## config.mk

```make
export PLATFORM = sky130hd
export DESIGN_NAME = bram_port_arbiter
export DESIGN_NICKNAME = d
export VERILOG_FILES = /design/src/rtl/bram_port_arbiter.sv
export SDC_FILE = /design/constraint.sdc
export NUM_CORES = 1
export LEC_CHECK = 0
export ABC_AREA = 1
export CELL_PAD_IN_SITES_DETAIL_PLACEMENT = 0
export CELL_PAD_IN_SITES_GLOBAL_PLACEMENT = 1
export CORE_AREA = 8 8 361 363
export CTS_BUF_LIST = sky130_fd_sc_hd__clkbuf_8
export DETAILED_ROUTE_END_ITERATION = 6
export DIE_AREA = 0 0 369 371
export PLACE_DENSITY_LB_ADDON = 0.15
export SETUP_SLACK_MARGIN = 0.5
export SKIP_CTS_REPAIR_TIMING = 1
export SYNTH_ARGS = -nofsm -noshare
export SYNTH_HDL_FRONTEND = slang
export SYNTH_SLANG_ARGS = --single-unit
```

## constraint.sdc

```tcl
create_clock -name clk -period 5 [get_ports clk]
set_input_delay 0.5 -clock clk [delete_from_list [all_inputs] [get_ports clk]]
set_output_delay 0.5 -clock clk [all_outputs]
set_load 0.02 [all_outputs]
```

## src/rtl/bram_port_arbiter.sv

```systemverilog
// Round-robin arbiter sharing both ports of a dual-port BRAM among NREQ requesters, with a post-reset zero-clear.
// Optional macro BRAM_ARB_COLLISION_CHECK_EN withholds port B on a same-address conflict involving a write.
module bram_port_arbiter #(
  parameter int DATA = 72,
  parameter int ADDR = 10,
  parameter int NREQ = 4
) (
  input  logic                 clk,
  input  logic                 rst,
  input  logic [NREQ-1:0]      req_valid,
  output logic [NREQ-1:0]      req_ready,
  input  logic [NREQ-1:0]      req_wr,
  input  logic [NREQ*ADDR-1:0] req_addr,
  input  logic [NREQ*DATA-1:0] req_din,
  output logic [NREQ-1:0]      resp_valid,
  output logic [NREQ*DATA-1:0] resp_data,
  output logic                 init_done,
  output logic                 a_wr,
  output logic [ADDR-1:0]      a_addr,
  output logic [DATA-1:0]      a_din,
  input  logic [DATA-1:0]      a_dout,
  output logic                 b_wr,
  output logic [ADDR-1:0]      b_addr,
  output logic [DATA-1:0]      b_din,
  input  logic [DATA-1:0]      b_dout
);

  localparam int IW = (NREQ > 1) ? $clog2(NREQ) : 1;
  localparam logic [IW:0] NREQ_W = (IW+1)'(NREQ);
  localparam int unsigned K_MAX_I = (1 << (ADDR-1)) - 1;
  localparam logic [ADDR-1:0] K_MAX = ADDR'(K_MAX_I);

  typedef enum logic [1:0] {
    S_RST  = 2'd0,
    S_INIT = 2'd1,
    S_RUN  = 2'd2
  } state_t;

  state_t          state_r;
  logic [ADDR-1:0] clr_k_r;
  logic            init_done_r;
  logic [IW-1:0]   ptr_r;
  logic            tag_a_v_r;
  logic            tag_b_v_r;
  logic [IW-1:0]   tag_a_idx_r;
  logic [IW-1:0]   tag_b_idx_r;

  logic            a_found_s;
  logic            b_found_s;
  logic [IW-1:0]   a_idx_s;
  logic [IW-1:0]   b_idx_s;
  logic [IW-1:0]   cand_s;
  logic            a_sel_wr_s;
  logic            b_sel_wr_s;
  logic [ADDR-1:0] a_sel_addr_s;
  logic [ADDR-1:0] b_sel_addr_s;
  logic [DATA-1:0] a_sel_din_s;
  logic [DATA-1:0] b_sel_din_s;
  logic            collide_s;
  logic            run_s;
  logic            a_grant_s;
  logic            b_grant_s;

  // Circular (base + off) mod NREQ, with off < NREQ
  function automatic logic [IW-1:0] wrap_add(input logic [IW-1:0] base, input logic [IW-1:0] off);
    logic [IW:0] s;
    s = {1'b0, base} + {1'b0, off};
    if (s >= NREQ_W) begin
      s = s - NREQ_W;
    end else begin
      s = s;
    end
    return s[IW-1:0];
  endfunction

  // Round-robin search: A is the first valid at/after ptr, B the next valid after A
  always_comb begin
    a_found_s = 1'b0;
    a_idx_s   = '0;
    b_found_s = 1'b0;
    b_idx_s   = '0;
    cand_s    = '0;
    for (int j = 0; j < NREQ; j++) begin
      cand_s = wrap_add(ptr_r, IW'(j));
      if (!a_found_s && req_valid[cand_s]) begin
        a_found_s = 1'b1;
        a_idx_s   = cand_s;
      end else begin
        a_found_s = a_found_s;
      end
    end
    for (int j = 1; j < NREQ; j++) begin
      cand_s = wrap_add(a_idx_s, IW'(j));
      if (a_found_s && !b_found_s && req_valid[cand_s]) begin
        b_found_s = 1'b1;
        b_idx_s   = cand_s;
      end else begin
        b_found_s = b_found_s;
      end
    end
  end

  assign a_sel_wr_s   = req_wr[a_idx_s];
  assign b_sel_wr_s   = req_wr[b_idx_s];
  assign a_sel_addr_s = req_addr[a_idx_s*ADDR +: ADDR];
  assign b_sel_addr_s = req_addr[b_idx_s*ADDR +: ADDR];
  assign a_sel_din_s  = req_din[a_idx_s*DATA +: DATA];
  assign b_sel_din_s  = req_din[b_idx_s*DATA +: DATA];

`ifdef BRAM_ARB_COLLISION_CHECK_EN
  assign collide_s = a_found_s & b_found_s & (a_sel_addr_s == b_sel_addr_s) & (a_sel_wr_s | b_sel_wr_s);
`else
  assign collide_s = 1'b0;
`endif

  assign run_s     = (state_r == S_RUN);
  assign a_grant_s = run_s & a_found_s;
  assign b_grant_s = run_s & b_found_s & ~collide_s;
  assign init_done = init_done_r;

  // RAM port drive and per-requester ready
  always_comb begin
    a_wr      = 1'b0;
    a_addr    = '0;
    a_din     = '0;
    b_wr      = 1'b0;
    b_addr    = '0;
    b_din     = '0;
    req_ready = '0;
    case (state_r)
      S_INIT: begin
        a_wr   = 1'b1;
        a_addr = clr_k_r << 1;
        b_wr   = 1'b1;
        b_addr = (clr_k_r << 1) | ADDR'(1);
      end
      S_RUN: begin
        if (a_grant_s) begin
          a_wr               = a_sel_wr_s;
          a_addr             = a_sel_addr_s;
          a_din              = a_sel_din_s;
          req_ready[a_idx_s] = 1'b1;
        end else begin
          a_wr = 1'b0;
        end
        if (b_grant_s) begin
          b_wr               = b_sel_wr_s;
          b_addr             = b_sel_addr_s;
          b_din              = b_sel_din_s;
          req_ready[b_idx_s] = 1'b1;
        end else begin
          b_wr = 1'b0;
        end
      end
      default: begin
        a_wr = 1'b0;
        b_wr = 1'b0;
      end
    endcase
  end

  // Route last cycle's read data back to the issuing requester
  always_comb begin
    resp_valid = '0;
    resp_data  = '0;
    if (tag_a_v_r) begin
      resp_valid[tag_a_idx_r]               = 1'b1;
      resp_data[tag_a_idx_r*DATA +: DATA]   = a_dout;
    end else begin
      resp_valid = resp_valid;
    end
    if (tag_b_v_r) begin
      resp_valid[tag_b_idx_r]               = 1'b1;
      resp_data[tag_b_idx_r*DATA +: DATA]   = b_dout;
    end else begin
      resp_valid = resp_valid;
    end
  end

  // Sequencer: clear counter, round-robin pointer and read tags
  always_ff @(posedge clk or negedge rst) begin
    if (!rst) begin
      state_r     <= S_RST;
      clr_k_r     <= '0;
      init_done_r <= 1'b0;
      ptr_r       <= '0;
      tag_a_v_r   <= 1'b0;
      tag_b_v_r   <= 1'b0;
      tag_a_idx_r <= '0;
      tag_b_idx_r <= '0;
    end else begin
      case (state_r)
        S_RST: begin
          state_r   <= S_INIT;
          clr_k_r   <= '0;
          tag_a_v_r <= 1'b0;
          tag_b_v_r <= 1'b0;
        end
        S_INIT: begin
          if (clr_k_r == K_MAX) begin
            state_r     <= S_RUN;
            init_done_r <= 1'b1;
          end else begin
            clr_k_r <= clr_k_r + ADDR'(1);
          end
        end
        S_RUN: begin
          if (b_grant_s) begin
            ptr_r <= wrap_add(b_idx_s, IW'(1));
          end else if (a_grant_s) begin
            ptr_r <= wrap_add(a_idx_s, IW'(1));
          end else begin
            ptr_r <= ptr_r;
          end
          tag_a_v_r   <= a_grant_s & ~a_sel_wr_s;
          tag_a_idx_r <= a_idx_s;
          tag_b_v_r   <= b_grant_s & ~b_sel_wr_s;
          tag_b_idx_r <= b_idx_s;
        end
        default: begin
          state_r <= S_RST;
        end
      endcase
    end
  end

endmodule

```

==> reports/metrics.cfg, run 1 <==
[outcome]
status=complete, no violations

[timing]
hold_viol=0
period_needed_ns=4.546
rsz0062_at_grt=yes
relSlewSlack_pct=10.32
fin_crit_sh_pct=90.91
setup_ws_ns=0.4544
max_freq_mhz=220.0
finalSetupTns_ns=0
whs_ns=0.4830
worst_pin_slew_ns=1.331
setup_violations=0
finalMaxSlewViolations=0
fin_worst_skew_ns=0.002579

[clock_network]
clock-sinks=21
root_buffer=clkbuf_8
insertion_delay_ns=0.26
path_clk_slew_ns=0.08
htree_levels=1
tritoncts=yes
cts_buffers=3
ctsLongestPathBuffers=2

[setup_path]
crit_required_ns=4.50
arrival_ns=4.05
cp_top_family=compound AO/OA/AOI/OAI gates
crit_path_max_fanout=53
critPathBufInv=3
critPathLaunchType=register
path_cells=inv_1 -> ha_2 -> buf_12 -> o31ai_1 -> nand2_1 -> o21ai_0 -> a21oi_1 -> o2bb2ai_1 -> clkdlybuf4s50_1
path_class=reg2out
endpoint_kind=output port
critical_path.slowest_cell=clkdlybuf4s50_1
cp_slowest_stage_delay_ns=0.74
regToRegSetupSlack_ns=1.51

[power_and_ir_drop]
p_leak_nw=13.46
ir_drop_uv=65.59
power_density_nw_per_um2=86.22

[floorplan]
initial_core_util_pct=15.15
die_h_um=371
die-area_um2=136900
rows=130
boundaryPins=945
die_x_um=369
core_area_um2=124600

[detailed_routing]
route.vias.total=33560
wl_per_cell_um=34.93
antenna_left=0
drtIter0Drc=3670
totalWireLength_mm=222.5
routed_via_density=5.269
firstDrtPassIters=6
remaining_drc_errors=0

[yosys]
ys_seq_elements=21
synth-main-ff-cell=dfrtp_1
ys_warn_count=0
synth_top_area_cell=nand2_1
synth_cells=3871
synth_edf_count=0
yosysSeqAreaShare_pct=2.783
synth.distinct_cells=47
syn_avg_cell_area_um2=4.877
synth_top_area_share_pct=21.61
syn_area_um2=18880
synthArstFlopShare_pct=100.0
synth.area.top_cells=nand2_1 (22%), o21ai_0 (10%), o22ai_1 (10%)
synth_fp_nets=4378

[placed_design]
portBuffers=944
preCtsSetupSlack_ns=0.1311
globalplace.congestion=1.050
dp_hpwl_mm=183.0
placed_area_um2=30850

[grt]
grt_usage_pct=29.65
grt_max_degree=146
grt-ovfl-total=0
first_global_vias=32790
grt_pass1_wl_mm=288.2
antenna_found_initial=62

[hold_path]
hold_class=reg2reg

[layout]
final_util_pct=25.41
fin_area_um2=31660
final_nets=5197
fill_cells=14570
layout-drive-gt1-share_pct=11.60
area_growth_pct=67.67

[flow_run]
drv_cap=0

==> Yosys cell counts (11+ instances only) <==
cell         n
inv_1      343
nand2_1   1087
a22oi_1     40
o21ai_0    386
buf_2       36
o22ai_1    302
dfrtp_1     21
ha_1        25
a32o_1      23
nor3_1      21
o221ai_1    25
nand3_1    307
a21oi_1    175
o32ai_1     20
a311oi_1    72
a22o_1      13
a31oi_1     27
or2_2       46
a221oi_1    19
nand4_1     22
nor2_1     429
o211ai_1    16
buf_1       46
a211oi_1    13
clkbuf_1   259
o31ai_1     18
inv_2       11
==> worst reg2reg max path: stages (launching register included) <==
cell and delay, ns:
dfrtp_1 0.41, buf_4 0.21, nand2_1 0.07, nand2_1 0.17
nand2_1 0.11, nand2_1 0.12, nor2_4 0.05, nand3_2 0.08
clkinv_1 0.10, nor2_2 0.16, nor2_4 0.06, ha_1 0.30
inv_1 0.08, nand3_1 0.11, nand2_2 0.12, buf_4 0.13
nand4_4 0.16, nand2_8 0.19, buf_12 0.14, buf_6 0.20
ha_1 0.27, nand2_1 0.07, o211ai_1 0.09
==> per-layer routing <==
metal,up-vias,part of all wire [%],global-route usage [%]
met5,-,0.094,0
met4,32,6.7,17.47
met3,393,7.5,6.361
met2,1836,48,50.69
met1,16300,38,33.90
li1,15000,-,-
==> report_power, final <==
group | internal [mW] | switching, mW | leakage [nW] | total, mW
registers | 0.170 | 0 | 0.246 | 0.170
clock network | 0.0556 | 0.0600 | 0.0257 | 0.116
logic | 0.946 | 1.50 | 13.2 | 2.44
==> metrics by stage <==
stage / total power [mW] / std cells
6_report: 2.729 / 6369
3_3_place_gp: 2.339 / 6303
3_5_place_dp: 2.334 / 6303
2_1_floorplan: 1.198 / 3871
4_1_cts: 2.458 / 6307
5_1_grt: 2.887 / 6363
==> placed cells by master, fill, tap and decap left out, types with 19 or more instances in the layout <==
master / netlist / final
diode_2: 0 / 30
a32o_1: 23 / 23
a21oi_1: 175 / 174
ha_1: 25 / 20
a22oi_1: 40 / 40
o21ai_0: 386 / 370
o221ai_1: 25 / 20
nor2_2: 1 / 28
nand3_1: 307 / 304
a221oi_1: 19 / 19
inv_1: 343 / 336
nor3_1: 21 / 21
nor2_1: 429 / 397
dfrtp_1: 21 / 19
o22ai_1: 302 / 298
nand4_1: 22 / 22
buf_4: 8 / 258
buf_12: 0 / 49
a311oi_1: 72 / 69
o32ai_1: 20 / 19
clkbuf_2: 0 / 41
nand2_1: 1087 / 1071
a31oi_1: 27 / 26
dlymetal6s2s_1: 0 / 28
clkdlybuf4s50_1: 0 / 761
or2_2: 46 / 46
==> flip-flops by register name (all words and copies together) (netlist names) <==
signal and cells:
clr_k_r 10, tag_b_v_r 1, ptr_r 2, state_r 2
tag_a_idx_r 2, tag_b_idx_r 2, tag_a_v_r 1, init_done 1
==> cell type report <==
| type | instances | area, um^2 | area share, % |
|---|---|---|---|
| timing repair buffer | 1172 | 11700 | 36.96 |
| antenna | 30 | 75.07 | 0.2372 |
| sequential | 21 | 528.0 | 1.668 |
| multi-input combinational | 3127 | 15830 | 49.99 |
| clock inverter | 1 | 5.005 | 0.01581 |
| tap | 1650 | 2064 | 6.522 |
| timing repair inverter | 1 | 8.758 | 0.02767 |
| clock buffer | 3 | 41.29 | 0.1304 |
| inverter | 364 | 1408 | 4.447 |
==> final timing paths <==
path	start	end	depth (start not counted)
worst max-delay path	tag_b_idx_r[1]$_DFFE_PN0P_	resp_data[20]	9
worst min-delay path	init_done$_DFFE_PN0P_	init_done$_DFFE_PN0P_	2
worst max register to register	ptr_r[0]$_DFFE_PN0P_	ptr_r[1]$_DFFE_PN0P_	22
worst min register to register	init_done$_DFFE_PN0P_	init_done$_DFFE_PN0P_	2
max in group asynchronous	rst	tag_a_idx_r[0]$_DFFE_PN0P_	1
min in group asynchronous	rst	init_done$_DFFE_PN0P_	1
==> kinds of logic after synthesis <==
| logic type | after synthesis | synth area share [%] |
|---|---|---|
| xor+xnor | 1 | 0.04640 |
| compound gates | 1178 | 38.69 |
| flops | 21 | 2.783 |
| fa+ha+maj | 25 | 1.657 |
| simple gates | 1922 | 41.59 |
| buf+inv | 723 | 15.18 |
| mux | 1 | 0.05302 |
(Power assumes the default switching activity.)
==> run 2, diff against run 1 <==
--- a/config.mk
+++ b/config.mk
@@ -9,7 +9,7 @@
 export CELL_PAD_IN_SITES_DETAIL_PLACEMENT = 0
 export CELL_PAD_IN_SITES_GLOBAL_PLACEMENT = 1
 export CORE_AREA = 8 8 361 363
-export CTS_BUF_LIST = sky130_fd_sc_hd__clkbuf_8
+export CTS_BUF_LIST = sky130_fd_sc_hd__clkbuf_2
 export DETAILED_ROUTE_END_ITERATION = 6
 export DIE_AREA = 0 0 369 371
 export PLACE_DENSITY_LB_ADDON = 0.15
==> reports/metrics.cfg, run 2 (same netlist as run 1, synthesis figures left out) <==
[detailed_routing]
totalWireLength_mm=223.0  ; was 222.5 mm
remaining_drc_errors=2  ; was 0
antenna_left=0  ; unchanged
drtIter0Drc=3660  ; was 3670
wl_per_cell_um=34.95  ; was 34.93 um
route.vias.total=33820  ; was 33560
routed_via_density=5.301  ; was 5.269
firstDrtPassIters=7  ; was 6

[clock_network]
cts_buffers=3  ; unchanged
path_clk_slew_ns=0.23  ; was 0.08 ns
root_buffer=clkbuf_2  ; was clkbuf_8
ctsLongestPathBuffers=2  ; unchanged
htree_levels=1  ; unchanged
tritoncts=yes  ; unchanged
clock-sinks=21  ; unchanged
insertion_delay_ns=0.33  ; was 0.26 ns

[setup_path]
critPathLaunchType=register  ; unchanged
path_class=reg2out  ; unchanged
crit_required_ns=4.50  ; about the same
cp_slowest_stage_delay_ns=0.72  ; was 0.74 ns
arrival_ns=4.04  ; was 4.05 ns
path_cells=inv_1 -> ha_1 -> nand2_1 -> buf_4 -> clkinv_1 -> nand2_1 -> buf_4 -> nand2_1 -> buf_4 -> clkinvlp_4 -> o32ai_1 -> clkdlybuf4s50_1  ; was inv_1 -> ha_2 -> buf_12 -> o31ai_1 -> nand2_1 -> o21ai_0 -> a21oi_1 -> o2bb2ai_1 -> clkdlybuf4s50_1
endpoint_kind=output port  ; unchanged
critical_path.slowest_cell=clkdlybuf4s50_1  ; unchanged
crit_path_max_fanout=16  ; was 53
cp_top_family=buffers and inverters  ; was compound AO/OA/AOI/OAI gates
critPathBufInv=7  ; was 3

[power_and_ir_drop]
ir_drop_uv=67.27  ; was 65.59 uV
p_leak_nw=13.69  ; was 13.46 nW
finalPower_mw=2.704  ; was 2.729 mW
power_density_nw_per_um2=84.80  ; was 86.22 nW/um^2

[placed_design]
globalplace.congestion=1.050  ; unchanged
dp_hpwl_mm=183.0  ; unchanged
portBuffers=944  ; unchanged
preCtsSetupSlack_ns=0.1311  ; unchanged

[grt]
grt-ovfl-total=0  ; unchanged
grt_pass1_wl_mm=288.2  ; about the same
grt_max_degree=146  ; unchanged
first_global_vias=32780  ; was 32790
grt_usage_pct=29.64  ; was 29.65%
antenna_found_initial=64  ; was 62

[outcome]
violations=DRC
status=finished with violations  ; was complete, no violations

[timing]
hold_viol=0  ; unchanged
setup_violations=0  ; unchanged
rsz0062_at_grt=yes  ; unchanged
period_needed_ns=4.535  ; was 4.546 ns
setup_ws_ns=0.4649  ; was 0.4544 ns
whs_ns=0.5060  ; was 0.4830 ns
worst_pin_slew_ns=1.382  ; was 1.331 ns
fin_crit_sh_pct=90.70  ; was 90.91%
finalMaxSlewViolations=0  ; unchanged
max_freq_mhz=220.5  ; was 220.0 MHz
fin_worst_skew_ns=0.01442  ; was 0.002579 ns
relSlewSlack_pct=6.911  ; was 10.32%

[flow_run]
drv_cap=0  ; unchanged

[layout]
final_nets=5205  ; was 5197
final_cell_mix=nand2_1 (1067), clkdlybuf4s50_1 (753), nor2_1 (388)  ; was nand2_1 (1071), clkdlybuf4s50_1 (761), nor2_1 (397)
largest_reg_flops=10  ; unchanged
layout-drive-gt1-share_pct=12.33  ; was 11.60%
final_common_cell=nand2_1  ; unchanged
regMostFlops=clr_k_r  ; unchanged
area_growth_pct=68.90  ; was 67.67%

[floorplan]
rows=130  ; unchanged
die_h_um=371  ; unchanged
core_area_um2=124600  ; unchanged
die_x_um=369  ; unchanged
die-area_um2=136900  ; unchanged
initial_core_util_pct=15.15  ; unchanged
boundaryPins=945  ; unchanged

[hold_path]
hold_class=reg2reg  ; unchanged

==> run 2: worst paths after layout <==
check | slack (ns) | endpoint | depth (start not counted) | from
setup / recovery | 0.46 | resp_data[58] | 12 | tag_a_idx_r[1]$_DFFE_PN0P_
hold / removal | 0.51 | init_done$_DFFE_PN0P_ | 2 | init_done$_DFFE_PN0P_
setup reg to reg | 1.63 | ptr_r[1]$_DFFE_PN0P_ | 22 | ptr_r[0]$_DFFE_PN0P_
hold reg to reg | 0.51 | init_done$_DFFE_PN0P_ | 2 | init_done$_DFFE_PN0P_
max in group asynchronous | 3.66 | ptr_r[1]$_DFFE_PN0P_ | 1 | rst
min in group asynchronous | 0.68 | state_r[1]$_DFFE_PN0P_ | 1 | rst
==> run 2: routing by layer <==
layer	GRT usage, %	vias up	wire length (um)
li1	-	15040	-
met1	33.94	16480	84520
met2	50.62	1887	106400
met3	6.304	387	16710
met4	17.51	32	15160
met5	0	-	210
==> run 2: report_power, final <==
group	leakage, nW	switching [mW]	internal [mW]
clock network	0.0166	0.0561	0.0181
logic	13.4	1.50	0.955
registers	0.246	0	0.170
total	13.7	1.56	1.14
==> run 2: worst register-to-register path: stages (launching register included) <==
cell,delay (ns)
dfrtp_1,0.48
buf_6,0.17
nand2_1,0.07
nand2_2,0.12
nand2_1,0.10
nand2_2,0.09
nor2_4,0.04
nand3_2,0.08
clkinv_1,0.09
nor2_2,0.16
nor2_4,0.06
ha_1,0.30
inv_1,0.08
nand3_1,0.11
nand2_2,0.13
buf_4,0.13
nand4_4,0.15
nand2_8,0.19
buf_12,0.14
clkbuf_16,0.18
ha_1,0.24
nand2_1,0.07
o211ai_1,0.09
==> run 2: final cells by class <==
| cell class | instances | area, um^2 |
|---|---|---|
| clock inverters | 1 | 5.005 |
| repair inverters | 2 | 16.27 |
| diodes | 32 | 80.08 |
| clock buffers | 3 | 15.01 |
| fillers | 14590 | 92710 |
| inverters | 364 | 1421 |
| multi-input cells | 3127 | 15920 |
| well taps | 1650 | 2064 |
| flip-flops and latches | 21 | 529.3 |
| repair buffers | 1179 | 11840 |
==> run 2: per-stage QoR <==
step / TNS [ns] / cell area [um^2] / util, % / cells
6_report: 0 / 31890 / 25.59 / 6379
4_1_cts: -0.03190 / 30870 / 24.78 / 6307
2_1_floorplan: 0 / 18880 / - / 3871
5_1_grt: 0 / 31870 / 25.58 / 6372
3_5_place_dp: 0 / 30850 / 24.76 / 6303
3_3_place_gp: 0 / 30850 / 24.76 / 6303
